===== config.mk =====
export PLATFORM = sky130hd
export DESIGN_NAME = arbitro_memoria_dados
export DESIGN_NICKNAME = d
export VERILOG_FILES = /design/src/rtl/arbitro_memoria_dados.sv
export SDC_FILE = /design/constraint.sdc
export NUM_CORES = 1
export LEC_CHECK = 0
export ABC_AREA = 1
export CAP_MARGIN = 10
export CORE_UTILIZATION = 24
export DETAILED_ROUTE_END_ITERATION = 7
export SLEW_MARGIN = 20
export SYNTH_ARGS = -nofsm -noshare
export SYNTH_HDL_FRONTEND = slang
export SYNTH_SLANG_ARGS = --single-unit

===== constraint.sdc =====
create_clock -name clock -period 7.6 [get_ports clock]
set_clock_uncertainty 0.1 [all_clocks]
set_input_delay 1.14 -clock clock [delete_from_list [all_inputs] [get_ports clock]]
set_output_delay 1.14 -clock clock [all_outputs]
set_load 0.02 [all_outputs]

===== src/rtl/arbitro_memoria_dados.sv =====
// arbitro_memoria_dados: shares one single-port data memory between the CPU
// datapath and the I/O/DMA port using req/ack handshakes on each side.
// Every service cycle drives one access onto the memory port. Read data is
// registered and returned together with a one-cycle ack.
// Optional macro ARB_PRIORIDADE_FIXA_CPU_EN: the CPU wins every tie (fixed
// priority). When the macro is not defined, ties are resolved round-robin
// against the last port served.
//
// state     | meaning
// OCIOSO    | no access on the memory port; arbitrate at every edge
// SERVE_CPU | latched CPU access driven onto the memory port (one cycle)
// SERVE_IO  | latched I/O access driven onto the memory port (one cycle)
module arbitro_memoria_dados #(
  parameter int LARGURA_DADO = 32,
  parameter int LARGURA_END  = 26,
  parameter int PROFUNDIDADE = 16
) (
  input  logic                    clock,
  input  logic                    reset,
  input  logic                    cpu_req,
  input  logic                    cpu_we,
  input  logic [LARGURA_END-1:0]  cpu_endereco,
  input  logic [LARGURA_DADO-1:0] cpu_dado_in,
  output logic                    cpu_ack,
  output logic [LARGURA_DADO-1:0] cpu_dado_out,
  output logic                    cpu_erro,
  input  logic                    io_req,
  input  logic                    io_we,
  input  logic [LARGURA_END-1:0]  io_endereco,
  input  logic [LARGURA_DADO-1:0] io_dado_in,
  output logic                    io_ack,
  output logic [LARGURA_DADO-1:0] io_dado_out,
  output logic                    io_erro,
  output logic [LARGURA_END-1:0]  mem_endereco,
  output logic                    mem_memWrite,
  output logic [LARGURA_DADO-1:0] mem_dado_Escrito,
  input  logic [LARGURA_DADO-1:0] mem_dado_Lido
);

  typedef enum logic [1:0] {
    OCIOSO    = 2'd0,
    SERVE_CPU = 2'd1,
    SERVE_IO  = 2'd2
  } estado_t;

  estado_t                 estado_q, estado_d;
  logic                    we_q, we_d;
  logic [LARGURA_END-1:0]  end_q, end_d;
  logic [LARGURA_DADO-1:0] dado_q, dado_d;
  logic                    cpu_ack_q, cpu_ack_d;
  logic                    cpu_erro_q, cpu_erro_d;
  logic [LARGURA_DADO-1:0] cpu_dado_out_q, cpu_dado_out_d;
  logic                    io_ack_q, io_ack_d;
  logic                    io_erro_q, io_erro_d;
  logic [LARGURA_DADO-1:0] io_dado_out_q, io_dado_out_d;

  logic serve_cpu, serve_io, em_faixa;
  logic cpu_eleg, io_eleg, ganha_cpu, ganha_io;

  assign serve_cpu = (estado_q == SERVE_CPU);
  assign serve_io  = (estado_q == SERVE_IO);
  assign em_faixa  = (end_q < LARGURA_END'(PROFUNDIDADE));

  // A port is not re-granted while it is being served (its req is still the
  // request in progress) nor while its ack is high.
  assign cpu_eleg = cpu_req & ~cpu_ack_q & ~serve_cpu;
  assign io_eleg  = io_req  & ~io_ack_q  & ~serve_io;

`ifdef ARB_PRIORIDADE_FIXA_CPU_EN
  assign ganha_cpu = cpu_eleg;
`else
  // ultimo: 0 = CPU served last, 1 = IO served last.
  logic ultimo_q, ultimo_d;

  assign ganha_cpu = cpu_eleg & (~io_eleg | ultimo_q);

  // Remember the port granted at this edge for the next tie.
  always_comb begin
    ultimo_d = ultimo_q;
    if (ganha_cpu)     ultimo_d = 1'b0;
    else if (io_eleg)  ultimo_d = 1'b1;
  end

  // Resets to IO so the CPU wins the first tie.
  always_ff @(posedge clock or posedge reset) begin
    if (reset) ultimo_q <= 1'b1;
    else       ultimo_q <= ultimo_d;
  end
`endif

  assign ganha_io = io_eleg & ~ganha_cpu;

  // Next state, latch of the granted request, and completion of the access.
  always_comb begin
    estado_d       = OCIOSO;
    we_d           = we_q;
    end_d          = end_q;
    dado_d         = dado_q;
    cpu_ack_d      = 1'b0;
    cpu_erro_d     = 1'b0;
    cpu_dado_out_d = cpu_dado_out_q;
    io_ack_d       = 1'b0;
    io_erro_d      = 1'b0;
    io_dado_out_d  = io_dado_out_q;

    if (serve_cpu) begin
      cpu_ack_d      = 1'b1;
      cpu_erro_d     = ~em_faixa;
      cpu_dado_out_d = em_faixa ? mem_dado_Lido : '0;
    end
    if (serve_io) begin
      io_ack_d      = 1'b1;
      io_erro_d     = ~em_faixa;
      io_dado_out_d = em_faixa ? mem_dado_Lido : '0;
    end

    if (ganha_cpu) begin
      estado_d = SERVE_CPU;
      we_d     = cpu_we;
      end_d    = cpu_endereco;
      dado_d   = cpu_dado_in;
    end else if (ganha_io) begin
      estado_d = SERVE_IO;
      we_d     = io_we;
      end_d    = io_endereco;
      dado_d   = io_dado_in;
    end
  end

  // State register.
  always_ff @(posedge clock or posedge reset) begin
    if (reset) estado_q <= OCIOSO;
    else       estado_q <= estado_d;
  end

  // Latched request and registered responses.
  always_ff @(posedge clock or posedge reset) begin
    if (reset) begin
      we_q           <= 1'b0;
      end_q          <= '0;
      dado_q         <= '0;
      cpu_ack_q      <= 1'b0;
      cpu_erro_q     <= 1'b0;
      cpu_dado_out_q <= '0;
      io_ack_q       <= 1'b0;
      io_erro_q      <= 1'b0;
      io_dado_out_q  <= '0;
    end else begin
      we_q           <= we_d;
      end_q          <= end_d;
      dado_q         <= dado_d;
      cpu_ack_q      <= cpu_ack_d;
      cpu_erro_q     <= cpu_erro_d;
      cpu_dado_out_q <= cpu_dado_out_d;
      io_ack_q       <= io_ack_d;
      io_erro_q      <= io_erro_d;
      io_dado_out_q  <= io_dado_out_d;
    end
  end

  // Write enable comes straight from the state so reset removes it at once.
  assign mem_memWrite     = (serve_cpu | serve_io) & we_q & em_faixa;
  assign mem_endereco     = end_q;
  assign mem_dado_Escrito = dado_q;

  assign cpu_ack      = cpu_ack_q;
  assign cpu_erro     = cpu_erro_q;
  assign cpu_dado_out = cpu_dado_out_q;
  assign io_ack       = io_ack_q;
  assign io_erro      = io_erro_q;
  assign io_dado_out  = io_dado_out_q;

endmodule


==> metrics.txt <==
CTS tree=done; number of remaining DRC errors=0; starting utilization of the core area=24.55%; maximum fanout along the worst path=65; detailed placement HPWL=13.39 mm; clock group share of total power=27.4%; pwr dens=~330 mW/mm^2; pin count of the biggest net entering global routing=75; Tightest Pin Transition=0.8439 ns; weighted congestion reported at the end of routability-driven placement=0.7554; # rows=57; global-route wire length before repair=30.49 mm; Synth-to-Final Area Change=60.40%; normalized max-slew margin=43.68%; Detailed Route WL=19.54 mm; mean routed wirelength per cell=14.31 um; fill cell instance count of the final layout=~2600; share of final-layout standard cells stronger than drive strength 1=4.615%; PortBufs=280; number of buffers created by CTS=17; remaining global-route overflow=0; shortest period the worst path allows=~4.1 ns; type of the worst setup path=reg2out; register area share after synthesis=a little over half; count of nets after finishing=1183; Hold Fails Final Rpt=0; number of DRC violations after detailed-routing iteration 0=358; H-tree level count=4; cell area after synthesis=0.005987 mm^2; number of max-cap violations=0; number of global-route vias before repair=around 5500; vias post-DR=5721; I/O pin cnt=281; area of the core region=0.02439 mm^2; setup repair after global routing missed its margin=no; YS warnings=0; root buffer selected by CTS=clkbuf_16; floorplan die height=159.9 um; launching element type of the critical path=register; via density per instance=4.191; power after layout=3132 uW; LEAKAGE=0.004798 uW; number of gates resized after cts=0; setup repair bufs after CTS=0; clock buffer depth=2; final number of setup-violating endpoints=0; highest clock frequency the design can meet=246.9 MHz; internal power summed over all cells=1896 uW; flip-flop and latch count after synthesis=between 100 and 150; ANT nets after route=0; hold-fix buffer count after cts=0; switch share=39.47%; number of antenna violations at the first check in global routing=1; Avg Synthesized Cell Area=slightly below 8 um^2; net switching power=1236 uW; overall fraction of global-route tracks in use=between 10% and 20%; max-slew violation total from the final report=0; CP Data Required Time=6.36 ns; Max rail drop VDD=0.0001559 V; final setup TNS=0 ns; clk sinks=between 100 and 150; result of the run=finished, final reports clean; syn_nets=919; die extent in x=159.9 um; clock-pin slew on the worst setup and hold paths=0.07 ns; clock insertion delay at the later pin of the skew report=0.41 ns; Initial DRT Pass Iterations=4; die area=0.02558 mm^2; Hold Path Class=reg2reg; Unique masters post-synth=25; Arrival @ worst endpoint=2.81 ns; post-synthesis instance total=763; Flop pwr share=between 30% and 40%; proportion of power drawn by combinational gates=41.1%; portion of the clock cycle consumed by the worst path in the final layout=53.30%; capturing element type of the critical path=output port
per-stage QoR:
stage / area, um^2 / utilization (%) / std cells / worst slack (ns) / hold slack (ns)
5_1_grt: 9603 / 39.37 / 1365 / 3.297 / 0.3954
4_1_cts: 9600 / 39.36 / 1364 / 3.441 / 0.3815
2_1_floorplan: 5987 / - / 763 / 2.892 / 0.4031
3_3_place_gp: 8990 / 36.86 / 1332 / 3.805 / 0.3608
3_5_place_dp: 8990 / 36.86 / 1332 / 3.765 / 0.3652
6_report: 9603 / 39.37 / 1365 / 3.549 / 0.3763
cell families (layout without fill, tap and decap cells):
| group | after synthesis | in the layout | synth area share [%] |
|---|---|---|---|
| fa+ha+maj | 2 | 2 | 0.4179 |
| flops | 130 | 130 | 54.36 |
| other cells | 0 | 1 | 0 |
| buf+inv | 113 | 390 | 9.007 |
| compound gates | 1 | 1 | 0.08351 |
| simple gates | 517 | 517 | 36.13 |
cells in the mapped netlist:
library cell / instances / area, um^2
buf_2: 15 / 75.07
nand2_1: 397 / 1490
dfstp_2: 1 / 26.28
or2_1: 1 / 6.260
buf_4: 1 / 7.510
o21ai_0: 1 / 5.000
nor2_8: 1 / 20.02
inv_2: 1 / 3.750
nor2_2: 1 / 6.260
nand4_1: 1 / 6.260
nand2_2: 1 / 6.260
ha_1: 2 / 25.02
nand3_2: 1 / 10.01
nand4_4: 1 / 21.27
buf_1: 2 / 7.510
clkbuf_1: 11 / 41.29
inv_1: 69 / 259.0
nor2_1: 14 / 52.55
inv_6: 1 / 8.760
buf_6: 11 / 123.9
nand2_4: 1 / 11.26
nand3b_1: 17 / 127.6
inv_4: 2 / 12.51
dfrtp_1: 129 / 3228
nand3_1: 81 / 405.4
state kept, by name (all words and copies together), names as in the netlist, 2 cells and up:
| name | count |
|---|---|
| cpu_dado_out | 32 |
| estado_q | 2 |
| io_dado_out | 32 |
| mem_dado_Escrito | 32 |
| mem_endereco | 26 |
path summary, 6_finish.rpt:
check / slack [ns] / cells after the start / from / end
worst min-delay path: 0.38 / 2 / cpu_dado_out[4] / cpu_dado_out[4]
worst min register to register: 0.38 / 2 / cpu_dado_out[4] / cpu_dado_out[4]
max in group asynchronous: 5.09 / 3 / reset / cpu_dado_out[20]
min in group asynchronous: 1.12 / 2 / reset / cpu_dado_out[14]
worst max register to register: 4.06 / 13 / estado_q[0] / mem_endereco[7]
worst max-delay path: 3.55 / 8 / mem_endereco[24] / mem_memWrite
metal layers:
layer  vias up  wire length (um)  share of wire (%)  global-route usage (%)
li1       2837                 -                  -                       -
met1      2636              8492                 43                   19.14
met2       233              8777                 45                   24.17
met3        15              1942                9.9                   6.260
met4         0               322                1.6                   4.675
met5         -                 0                  0                       0
cells in the final DEF, fill, tap and decap left out, drive strengths merged:
cell type,Yosys,routed
o21ai,1,1
or2,1,1
ha,2,2
nor2,16,16
diode,0,1
clkinvlp,0,2
nand3b,17,17
buf,29,5
clkinv,0,4
nand4,2,2
clkbuf,11,19
dfstp,1,1
clkdlybuf4s50,0,280
nand3,82,82
bufinv,0,3
nand2,399,399
inv,73,77
dfrtp,129,129
worst max-delay path: stages, from the launching register on:
cell,delay [ns]
dfrtp_1,0.40
or2_1,0.26
nor2_1,0.12
nand2_1,0.09
nor2_4,0.07
buf_4,0.51
inv_1,0.15
nor2_1,0.12
clkdlybuf4s50_1,0.64
area by class of cell:
class                   count  area (um^2)  area share (%)
inverters                  73        289.0           3.010
flip-flops and latches    130         3254           33.89
repair buffers            285         2840           29.58
clock buffers              19        432.9           4.508
clock inverters            13        177.7           1.850
diodes                      1        2.502         0.02606
well taps                 324        405.4           4.222
multi-input cells         520         2201           22.92
power by group through the flow:
stage	Clock, uW	Sequential (uW)	Combinational (uW)
global route	922	1010	1410
finish	859	984	1290
CTS	892	990	1310
detailed placement	0	995	1310
global placement	0	996	1300
floorplan	0	1170	566
Power figures use the tool's default switching activity.
